==> src/rtl/core_trace_pkg.sv <==
// core_trace_pkg
// Shared definitions for the instruction-trace capture block:
//   - tr_state_e : capture FSM encoding, also driven out on the state port
//   - FLAG_*     : bit positions of {Cout,Z,N} inside the flags field
//   - entry_w()  : width of one stored trace entry {pc, ir, flags}
package core_trace_pkg;

  typedef enum logic [1:0] {
    TR_IDLE    = 2'd0,
    TR_CAPTURE = 2'd1,
    TR_DONE    = 2'd2
  } tr_state_e;

  localparam int FLAG_C = 2;
  localparam int FLAG_Z = 1;
  localparam int FLAG_N = 0;

  function automatic int entry_w(input int pc_w, input int ir_w);
    return pc_w + ir_w + 3;
  endfunction

endpackage

==> src/rtl/core_trace_buffer_if.sv <==
// core_trace_buffer_if
// Bundles the core-side capture inputs, trigger configuration and the
// valid/ready read port of the trace buffer.
//   master : the core / debug reader side (drives arm, steps, rd_ready)
//   slave  : the trace buffer itself
interface core_trace_buffer_if #(
  parameter int PC_W  = 8,
  parameter int IR_W  = 16,
  parameter int DEPTH = 32,
  parameter int LIM_W = 16
);
  import core_trace_pkg::*;

  localparam int ENT_W = entry_w(PC_W, IR_W);
  localparam int CNT_W = $clog2(DEPTH) + 1;

  logic             arm;
  logic             step_valid;
  logic [PC_W-1:0]  pc;
  logic [IR_W-1:0]  ir;
  logic [2:0]       flags;
  logic             trig_en;
  logic [PC_W-1:0]  trig_pc;
  logic [LIM_W-1:0] step_limit;
  logic             rd_ready;
  logic             rd_valid;
  logic [ENT_W-1:0] rd_data;
  logic [CNT_W-1:0] count;
  logic             overflow;
  logic             core_halt;
  logic [1:0]       state;

  modport master (
    output arm, step_valid, pc, ir, flags, trig_en, trig_pc, step_limit, rd_ready,
    input  rd_valid, rd_data, count, overflow, core_halt, state
  );

  modport slave (
    input  arm, step_valid, pc, ir, flags, trig_en, trig_pc, step_limit, rd_ready,
    output rd_valid, rd_data, count, overflow, core_halt, state
  );

endinterface

==> src/rtl/core_trace_ram.sv <==
// trace_ram
// DEPTH x WIDTH trace storage: one synchronous write port, one
// asynchronous read port. The array has no reset; validity of its
// contents is tracked by the pointers and count in the parent.
//   clk   : write clock
//   we    : write enable
//   waddr : write address
//   wdata : write data
//   raddr : read address
//   rdata : mem[raddr], combinational
module trace_ram #(
  parameter int DEPTH = 32,
  parameter int WIDTH = 27,
  localparam int AW   = $clog2(DEPTH)
) (
  input  logic             clk,
  input  logic             we,
  input  logic [AW-1:0]    waddr,
  input  logic [WIDTH-1:0] wdata,
  input  logic [AW-1:0]    raddr,
  output logic [WIDTH-1:0] rdata
);

  logic [WIDTH-1:0] mem [DEPTH];

  always_ff @(posedge clk) begin
    if (we) begin
      mem[waddr] <= wdata;
    end
  end

  assign rdata = mem[raddr];

endmodule

==> src/rtl/core_trace_buffer.sv <==
// core_trace_buffer
// Instruction-trace capture beside the processor core. While capturing,
// every committed instruction's {pc, ir, flags} goes into a circular
// buffer. A PC-match trigger or a step limit ends capture and freezes the
// core; the history is then drained oldest-first over a valid/ready port.
//
// Ports:
//   clock_50 : system clock, rising edge
//   reset_n  : asynchronous active-low reset
//   trc      : core_trace_buffer_if.slave
//              inputs  arm, step_valid, pc, ir, flags, trig_en, trig_pc,
//                      step_limit, rd_ready
//              outputs rd_valid, rd_data, count, overflow, core_halt, state
//
// state      | meaning
// -----------+-----------------------------------------------------------
// TR_IDLE    | after reset, steps ignored, waiting for arm
// TR_CAPTURE | recording committed instructions, watching stop condition
// TR_DONE    | core halted, buffer drains over the read port
module core_trace_buffer
  import core_trace_pkg::*;
#(
  parameter int PC_W  = 8,
  parameter int IR_W  = 16,
  parameter int DEPTH = 32,
  parameter int LIM_W = 16
) (
  input  logic                clock_50,
  input  logic                reset_n,
  core_trace_buffer_if.slave  trc
);

  localparam int AW    = $clog2(DEPTH);
  localparam int CNT_W = AW + 1;
  localparam int ENT_W = entry_w(PC_W, IR_W);

  tr_state_e        state_q, state_d;
  logic [AW-1:0]    wr_ptr, rd_ptr;
  logic [CNT_W-1:0] count_q;
  logic [LIM_W-1:0] step_cnt, step_nxt;
  logic             overflow_q;
  logic             full;
  logic             stop_hit;
  logic             do_write;
  logic             do_pop;
  logic [ENT_W-1:0] rd_entry;

  assign full     = (count_q == CNT_W'(DEPTH));
  assign step_nxt = step_cnt + LIM_W'(1);

  // step_nxt is the capture number of the step being written now. Once the
  // counter saturates at all-ones, step_nxt wraps to 0 and can never match a
  // non-zero limit, so an unlimited-length run cannot stop by accident.
  assign stop_hit = (trc.trig_en && (trc.pc == trc.trig_pc)) ||
                    ((trc.step_limit != '0) && (step_nxt == trc.step_limit));

  always_ff @(posedge clock_50 or negedge reset_n) begin
    if (!reset_n) begin
      state_q <= TR_IDLE;
    end else begin
      state_q <= state_d;
    end
  end

  // arm overrides everything else in the same cycle: a coincident step
  // or pop is discarded because the clear below wins.
  always_comb begin
    state_d  = state_q;
    do_write = 1'b0;
    do_pop   = 1'b0;
    case (state_q)
      TR_IDLE: begin
        if (trc.arm) begin
          state_d = TR_CAPTURE;
        end
      end
      TR_CAPTURE: begin
        if (trc.arm) begin
          state_d = TR_CAPTURE;
        end else if (trc.step_valid) begin
          do_write = 1'b1;
          if (stop_hit) begin
            state_d = TR_DONE;
          end
        end
      end
      TR_DONE: begin
        if (trc.arm) begin
          state_d = TR_CAPTURE;
        end else if ((count_q != '0) && trc.rd_ready) begin
          do_pop = 1'b1;
        end
      end
      default: begin
        state_d = TR_IDLE;
      end
    endcase
  end

  always_ff @(posedge clock_50 or negedge reset_n) begin
    if (!reset_n) begin
      wr_ptr     <= '0;
      rd_ptr     <= '0;
      count_q    <= '0;
      step_cnt   <= '0;
      overflow_q <= 1'b0;
    end else if (trc.arm) begin
      wr_ptr     <= '0;
      rd_ptr     <= '0;
      count_q    <= '0;
      step_cnt   <= '0;
      overflow_q <= 1'b0;
    end else begin
      if (do_write) begin
        wr_ptr <= wr_ptr + AW'(1);
        if (step_cnt != '1) begin
          step_cnt <= step_nxt;
        end
        // Full buffer: the new entry lands on the oldest one, so the read
        // pointer moves along with the write pointer and count stays put.
        if (full) begin
          rd_ptr     <= rd_ptr + AW'(1);
          overflow_q <= 1'b1;
        end else begin
          count_q <= count_q + CNT_W'(1);
        end
      end
      if (do_pop) begin
        rd_ptr  <= rd_ptr + AW'(1);
        count_q <= count_q - CNT_W'(1);
      end
    end
  end

  trace_ram #(
    .DEPTH (DEPTH),
    .WIDTH (ENT_W)
  ) u_ram (
    .clk   (clock_50),
    .we    (do_write),
    .waddr (wr_ptr),
    .wdata ({trc.pc, trc.ir, trc.flags}),
    .raddr (rd_ptr),
    .rdata (rd_entry)
  );

  assign trc.rd_valid  = (state_q == TR_DONE) && (count_q != '0);
  assign trc.rd_data   = rd_entry;
  assign trc.count     = count_q;
  assign trc.overflow  = overflow_q;
  assign trc.core_halt = (state_q == TR_DONE);
  assign trc.state     = state_q;

endmodule

==> src/flat_wrapper.sv <==
// flat-port wrapper written by rule: the top's interface ports become plain ports
module core_trace_buffer_flat import core_trace_pkg::*;
#(
  parameter int PC_W  = 8,
  parameter int IR_W  = 16,
  parameter int DEPTH = 32,
  parameter int LIM_W = 16
)
  (clock_50, reset_n, trc_arm, trc_step_valid, trc_pc, trc_ir, trc_flags, trc_trig_en, trc_trig_pc, trc_step_limit, trc_rd_ready, trc_rd_valid, trc_rd_data, trc_count, trc_overflow, trc_core_halt, trc_state);
  core_trace_buffer_if #(.PC_W(PC_W), .IR_W(IR_W), .DEPTH(DEPTH), .LIM_W(LIM_W)) trc_i ();
  input  logic clock_50;
  input  logic reset_n;
  input wire logic [$bits(trc_i.arm)-1:0] trc_arm;
  input wire logic [$bits(trc_i.step_valid)-1:0] trc_step_valid;
  input wire logic [$bits(trc_i.pc)-1:0] trc_pc;
  input wire logic [$bits(trc_i.ir)-1:0] trc_ir;
  input wire logic [$bits(trc_i.flags)-1:0] trc_flags;
  input wire logic [$bits(trc_i.trig_en)-1:0] trc_trig_en;
  input wire logic [$bits(trc_i.trig_pc)-1:0] trc_trig_pc;
  input wire logic [$bits(trc_i.step_limit)-1:0] trc_step_limit;
  input wire logic [$bits(trc_i.rd_ready)-1:0] trc_rd_ready;
  output wire logic [$bits(trc_i.rd_valid)-1:0] trc_rd_valid;
  output wire logic [$bits(trc_i.rd_data)-1:0] trc_rd_data;
  output wire logic [$bits(trc_i.count)-1:0] trc_count;
  output wire logic [$bits(trc_i.overflow)-1:0] trc_overflow;
  output wire logic [$bits(trc_i.core_halt)-1:0] trc_core_halt;
  output wire logic [$bits(trc_i.state)-1:0] trc_state;
  assign trc_i.arm = trc_arm;
  assign trc_i.step_valid = trc_step_valid;
  assign trc_i.pc = trc_pc;
  assign trc_i.ir = trc_ir;
  assign trc_i.flags = trc_flags;
  assign trc_i.trig_en = trc_trig_en;
  assign trc_i.trig_pc = trc_trig_pc;
  assign trc_i.step_limit = trc_step_limit;
  assign trc_i.rd_ready = trc_rd_ready;
  assign trc_rd_valid = trc_i.rd_valid;
  assign trc_rd_data = trc_i.rd_data;
  assign trc_count = trc_i.count;
  assign trc_overflow = trc_i.overflow;
  assign trc_core_halt = trc_i.core_halt;
  assign trc_state = trc_i.state;
  core_trace_buffer #(.PC_W(PC_W), .IR_W(IR_W), .DEPTH(DEPTH), .LIM_W(LIM_W)) u_core (.clock_50(clock_50), .reset_n(reset_n), .trc(trc_i));
endmodule
==> config.mk <==
export PLATFORM = sky130hd
export DESIGN_NAME = core_trace_buffer_flat
export DESIGN_NICKNAME = d
export VERILOG_FILES = /design/src/rtl/core_trace_pkg.sv /design/src/rtl/core_trace_buffer_if.sv /design/src/rtl/core_trace_ram.sv /design/src/rtl/core_trace_buffer.sv /design/src/flat_wrapper.sv
export SDC_FILE = /design/constraint.sdc
export NUM_CORES = 1
export LEC_CHECK = 0
export ABC_AREA = 1
export CORE_MARGIN = 3
export CORE_UTILIZATION = 40
export DETAILED_ROUTE_END_ITERATION = 16
export PLACE_DENSITY_LB_ADDON = 0.05
export SYNTH_ARGS = -nofsm -noshare
export SYNTH_HDL_FRONTEND = slang
export SYNTH_HIERARCHICAL = 1
export SYNTH_SLANG_ARGS = --single-unit
==> constraint.sdc <==
create_clock -name clock_50 -period 3.8 [get_ports clock_50]
set_clock_uncertainty 0.05 [all_clocks]
set_input_delay 0.38 -clock clock_50 [delete_from_list [all_inputs] [get_ports clock_50]]
set_output_delay 0.38 -clock clock_50 [all_outputs]
set_load 0.005 [all_outputs]
**Yosys cells after proc, flatten, opt, wreduce, memory -nomap -nowiden**

Memory sizes are Yosys's and may differ from the RTL's.
Cells that the tools add are included.

- Mux-type cells: 29
- Equality and inequality tests: 10
- Reduce and logical (&&, ||, !) cells: 19
- Add/subtract/negate cells: 5

Operators with widths:

| kind | number |
|---|---|
| 16-bit two-way mux | 3 |
| 5-bit two-way mux | 6 |
| 6-bit two-way mux | 4 |
| 16-bit by 1-bit adder with 16-bit output (second input constant) | 1 |
| 16-bit == test | 1 |
| 16-bit inequality test (second input constant) | 1 |
| 16-bit nonzero test | 1 |
| 1-bit two-way mux | 11 |
| 5-bit by 1-bit adder with 5-bit output (second input constant) | 2 |
| 8-bit == test | 1 |
| 2-bit two-way mux | 4 |
| 2-bit AND reduction | 4 |
| 6-bit by 1-bit adder with 6-bit output (second input constant) | 1 |
| 6-bit == test (second input constant) | 1 |
| 3-bit inequality test (second input constant) | 2 |
| 2-bit nonzero test | 3 |
| 3-bit nonzero test | 2 |
| 6-bit nonzero test | 1 |
| 6-bit by 1-bit subtractor with 6-bit output (second input constant) | 1 |
| 1-bit logical AND | 4 |
| 2-bit one-hot mux with 2 select lines | 1 |
| 3-bit by 2-bit inequality test with 1-bit output (second input constant) | 1 |
| 3-bit AND reduction | 1 |
| 2-bit by 1-bit == test with 1-bit output (second input constant) | 1 |
| other kinds (5) | 5 |

- Bits in writable memories: 864
- Memories kept: 1
- Output and inout bits: 38
- Register bits: 35

Memories:

| name | words | bits a word | rd ports | clocked after Yosys merged registers in | write ports | RTL line | RTL |
|---|---|---|---|---|---|---|---|
| u_core.u_ram.mem | 32 | 27 | 1 | 0 | 1 | core_trace_ram.sv:24 | `logic [WIDTH-1:0] mem [DEPTH];` |

**Depth between registers and ports, before layout**

- Depth after elaboration: 8
- Depth in mapped cells: 16
- Depth with buffers taken out: 16

**Modules after synthesis**

The synthesis kept the hierarchy.

By module, submodules not included:

| module | cells each | area an instance (um^2) | seq. area each (um^2) | instances |
|---|---|---|---|---|
| trace_ram | 2962 | 35141.2 | 25944.9 | 1 |
| core_trace_buffer | 360 | 2549.9 | 875.8 | 1 |

**Least setup slack after synthesis**

Ideal clock, no wire load.

- Path kind: register to register
- Start point: register u_core.state_q[0] (netlist: u_core/trc.state[0])
- End point: memory u_core.u_ram.mem[31][0] (enable)
- Data required time: 3.339 ns
- Path buffers: 0
- Data arrival time: 2.241 ns
- Library setup time: 0.411 ns
- Stages on the path, launching flop included: 7
- Slack: 1.098 ns
- Clock period less this slack: 2.702 ns
- Cell sequence: dfrtp_1 > inv_1 > nor2_2 > nand3_2 > inv_2 > nand3_1 > nor2_1

- Longest elaborated chain between the ends: 4

Ends and longest elaborated chain:

| element | RTL line | RTL |
|---|---|---|
| start: declaration | core_trace_buffer.sv:37 | `tr_state_e state_q, state_d;` |
| start signal: assignment | core_trace_buffer.sv:61 | `state_q <= state_d;` |
| 2-bit by 1-bit == test with 1-bit output | core_trace_buffer.sv:71 | `case (state_q)` |
| 1-bit two-way mux | core_trace_buffer.sv:71 |  |
| net u_core.do_write | core_trace_buffer.sv:44 | `logic do_write;` |
| 1-bit two-way mux | core_trace_ram.sv:27 | `if (we) begin` |
| 1-bit two-way mux (not written as such) | core_trace_ram.sv:28 | `mem[waddr] <= wdata;` |
| end: declaration | core_trace_ram.sv:24 |  |

The timed path passes the listed nets, and every way through them passes these cells.

**Worst setup path in the final report**

- Start point: register u_core.rd_ptr[1]
- End point: output port trc_rd_data[12]

- Longest elaborated chain between the ends: 1

Ends and longest elaborated chain:

| element | RTL line | RTL |
|---|---|---|
| start: declaration | core_trace_buffer.sv:38 | `logic [AW-1:0] wr_ptr, rd_ptr;` |
| start signal: assignment | core_trace_buffer.sv:122 | `rd_ptr <= rd_ptr + AW'(1);` |
| start signal: assignment | core_trace_buffer.sv:129 | `rd_ptr <= rd_ptr + AW'(1);` |
| memory read 32 x 27 bit | n/a |  |
| end: declaration | flat_wrapper.sv:23 | `output wire logic [$bits(trc_i.rd_data)-1:0] trc_rd_data;` |

Every way passes these cells.

==> results.tsv <==
stage	metric	value	unit
setup_path	crit-path max FO	51	
synth	synth warn	6	
placed_design	routability cong.	0.841	
timing	RSZ-0062 raised after global routing	no	
timing	fin crit share	0.967	
setup_path	R2R Setup Slk	0.90	ns
routing	Vias	25500	
synth	Synth Register Bits	899	
synth	top cells by area, synth	edfxtp_1, nand2_1, nand3_1	
floorplanning	Die X	313	um
routing	Pre-antenna DRT Iters	5	
clock_tree	H-tree Lvls	3	
floorplanning	CORE AREA	0.0925	mm2
synth	sequential fraction of the synthesis area	0.712	
timing	top achievable clock speed	272	MHz
setup_path	Setup crit start kind	flop	
setup_path	Slowest-stage cell, CP	dfrtp_4	
layout	fill count	8441	
floorplanning	Initial Utilization	0.407	
global_route	antenna violations before repair	11	
synth	Cell Area, Synth	0.0377	mm2
setup_path	worst path cell trace	inv_8, buf_12, nand3_1, nand3_1, nand2_1, nand2_1, nand2_1, nand2_1, nand2_1, clkdlybuf4s50_1	
synth	cell taking the most area after synthesis	edfxtp_1	
power	sw frac	0.253	
setup_path	required time of the critical path	3.37	ns
layout	area grow syn2layout	16.3	%
clock_tree	worst-skew pair later-pin latency	0.67	ns
min_path	hold path cells	1	
timing	fin crit period	3.67	ns
synth	count of cell types in the netlist	40	
clock_tree	Root Buffer	clkbuf_16	
layout	commonest non-fill, non-tap cells in the layout	nand2_1, edfxtp_1, nand3_1	
layout	most common cell after layout, fill and taps aside	nand2_1	
placed_design	post-DP HPWL	68.8	mm
power	Clk network pwr share	0.397	
timing	Max Transition Viols Final	0	
setup_path	Slowest Stage Delay on Critical Path	0.55	ns
timing	pin slew with the least headroom to its limit	1.30	ns
synth	top-area cell type share of the netlist area	0.688	
setup_path	R2R cell count	17	
timing	post-route setup TNS	0	ns
min_path	Worst Hold Class	in2reg	
routing	DRT antenna net count	0	
routing	drt total wl	120	mm
layout	share of post-route cells with drive strength above 1	0.0900	
power	VDD IR max	0.362	mV
timing	Final Hold Viols	0	
routing	vias per cell	5.36	
power	Switching Power	5.73	mW
global_route	largest net degree at the start of global routing	114	
global_route	global-route wire length before repair	174	mm
floorplanning	Top Ports	95	
setup_path	Worst setup EP type	primary output	
clock_tree	TritonCTS clock tree	done	
global_route	vias in the first global route	24900	
setup_path	Crit path buffers/inverters	3	
timing	max_slew headroom	0.132	
power	sequential power share	0.484	
synth	Synthesized Nets	3387	
setup_path	crit-path leading delay family	buffers and inverters	
floorplanning	row count	111	
timing	final worst setup slack	0.125	ns
routing	post-DR wirelength/cell	25.2	um
power	pwr dens	516	mW/mm2
synth	Avg Cell Area, Syn	11.3	um2
layout	nets@finish	3508	
routing	drt drc	0	
placed_design	PortBufs	94	
clock_tree	clk slew on worst S/H paths	0.06	ns
setup_path	critical path depth in cells	10	
floorplanning	die area	0.0979	mm2
setup_path	Worst Path Arrival	3.24	ns
outcome	status	completed	
global_route	total gr overflow	0	
power	LEAKAGE	16.0	nW
clock_tree	clk buf depth	3	
synth	Syn Inst Count	3322	
placed_design	pre-CTS setup slack	0.676	ns
clock_tree	Num CTS Buffers	98	
floorplanning	Chip Height	313	um
setup_path	Top cell by count, worst path	nand2_1	
power	combinational share of power	0.119	
timing	count of final setup violators	0	
global_route	Overall Global Routing Usage	0.244	
clock_tree	clock sinks	899	
job	max cap viols	0	
routing	DRT iter0 DRCs	2480	
power	Pint	16.9	mW
setup_path	kind of critical path	reg2out	
## metal layers
metal	global-route usage	vias up	wire, um
met5	0.000988	-	41
met4	0.0755	6	3380
met3	0.0469	167	7850
met2	0.398	796	57800
met1	0.330	12800	51300
li1	-	11800	-
## worst register-to-register path, delay by kind of cell (launching register included)
family / cells / cell delay, ns
and+or+nand+nor: 11 / 1.35
DFF: 1 / 0.45
AOI/OAI and AO/OA: 2 / 0.38
adders and majority gates: 1 / 0.35
buffers and inverters: 3 / 0.28
## timing repair
item,in CTS,in global routing
gates cloned,1,2
resized for setup,4,9
hold buffers,1,0
endpoints found under the setup margin,6,16
setup buffers,2,1
hold endpoints to repair,35,0
## synth_stat cells
master and count:
nand2_1 1308, edfxtp_1 864, nand3_1 702, buf_2 78
nor2_1 65, inv_1 50, buf_4 35, dfrtp_1 35
buf_6 31, buf_1 21, o21ai_0 18, xor2_1 16
clkbuf_1 15, o22ai_1 11, ha_1 7, inv_2 7
nand4_1 6, nor2_2 6, nor2_4 6, a21oi_1 5
nor4_1 4, xnor2_1 4, nand2_2 3, nor3_1 3
a22o_1 2, buf_8 2, clkbuf_4 2, clkinv_1 2
o21ai_1 2, o21ai_2 2, a31oi_1 1, and3_1 1
fa_1 1, inv_4 1, inv_6 1, nand2_4 1
nand3_2 1, nand3b_1 1, o31ai_1 1, xnor3_1 1
## through the flow
step                      hold WS [ns]  area [um2]  std cells  utilization  total power [mW]
after global routing             0.276       43800       4768        0.474              23.5
after CTS                        0.318       43800       4764        0.473              22.8
after detailed placement         0.492       40700       4579        0.440              13.8
final                            0.251       43800       4769        0.474              22.6
after global placement           0.502       40700       4579        0.440              13.8
after floorplan                 0.0344       37700       3322            -              12.7
## logic make-up (layout without fill, tap and decap cells)
group | Yosys count | count (layout) | share of synthesized area
AOI/OAI and AO/OA | 42 | 42 | 0.00644
xor gates and xnor gates | 21 | 21 | 0.00524
adders and majority gates | 8 | 8 | 0.00285
buffers and inverters | 245 | 447 | 0.0376
DFF | 899 | 899 | 0.712
other | 0 | 2 | 0
and+or+nand+nor | 2107 | 2107 | 0.236
## path summary, 6_finish.rpt
check	startpoint	to
worst max-delay path	u_core/rd_ptr[1]	trc_rd_data[12]
worst min-delay path	trc_ir[7]	u_core/u_ram/mem[26][10]
worst max register to register	u_core/trc.count[1]	u_core/trc.count[5]
worst min register to register	u_core/trc.overflow	u_core/trc.overflow
max in group asynchronous	reset_n	u_core/rd_ptr[1]
min in group asynchronous	reset_n	u_core/trc.count[2]
## area by class of cell
type                       instances  area (um2)  share of cell area
sequential                       899       26800               0.612
multi-input combinational       2178        9700               0.221
clock buffer                     129        2620              0.0598
timing repair buffer             205        2490              0.0567
tap                             1243        1560              0.0355
clock inverter                    52         373             0.00850
inverter                          61         265             0.00605
antenna                            2        5.00            0.000114
## state kept, by name, indices dropped and copies added, names as in the netlist
signal and count:
u_core/u_ram/mem 864, u_core/rd_ptr 5, u_core/trc.count 6, u_core/wr_ptr 5
u_core/step_cnt 16, u_core/trc.overflow 1, u_core/trc.state 2
## power groups by stage
stage	sequential (mW)	clock, mW	combinational [mW]
2_1_floorplan	11.1	0	1.61
3_3_place_gp	11.2	0	2.66
3_5_place_dp	11.2	0	2.66
4_1_cts	11.0	9.19	2.69
5_1_grt	11.0	9.60	2.99
6_report	11.0	8.98	2.70
Note: power is estimated with default switching activity, not from simulation.
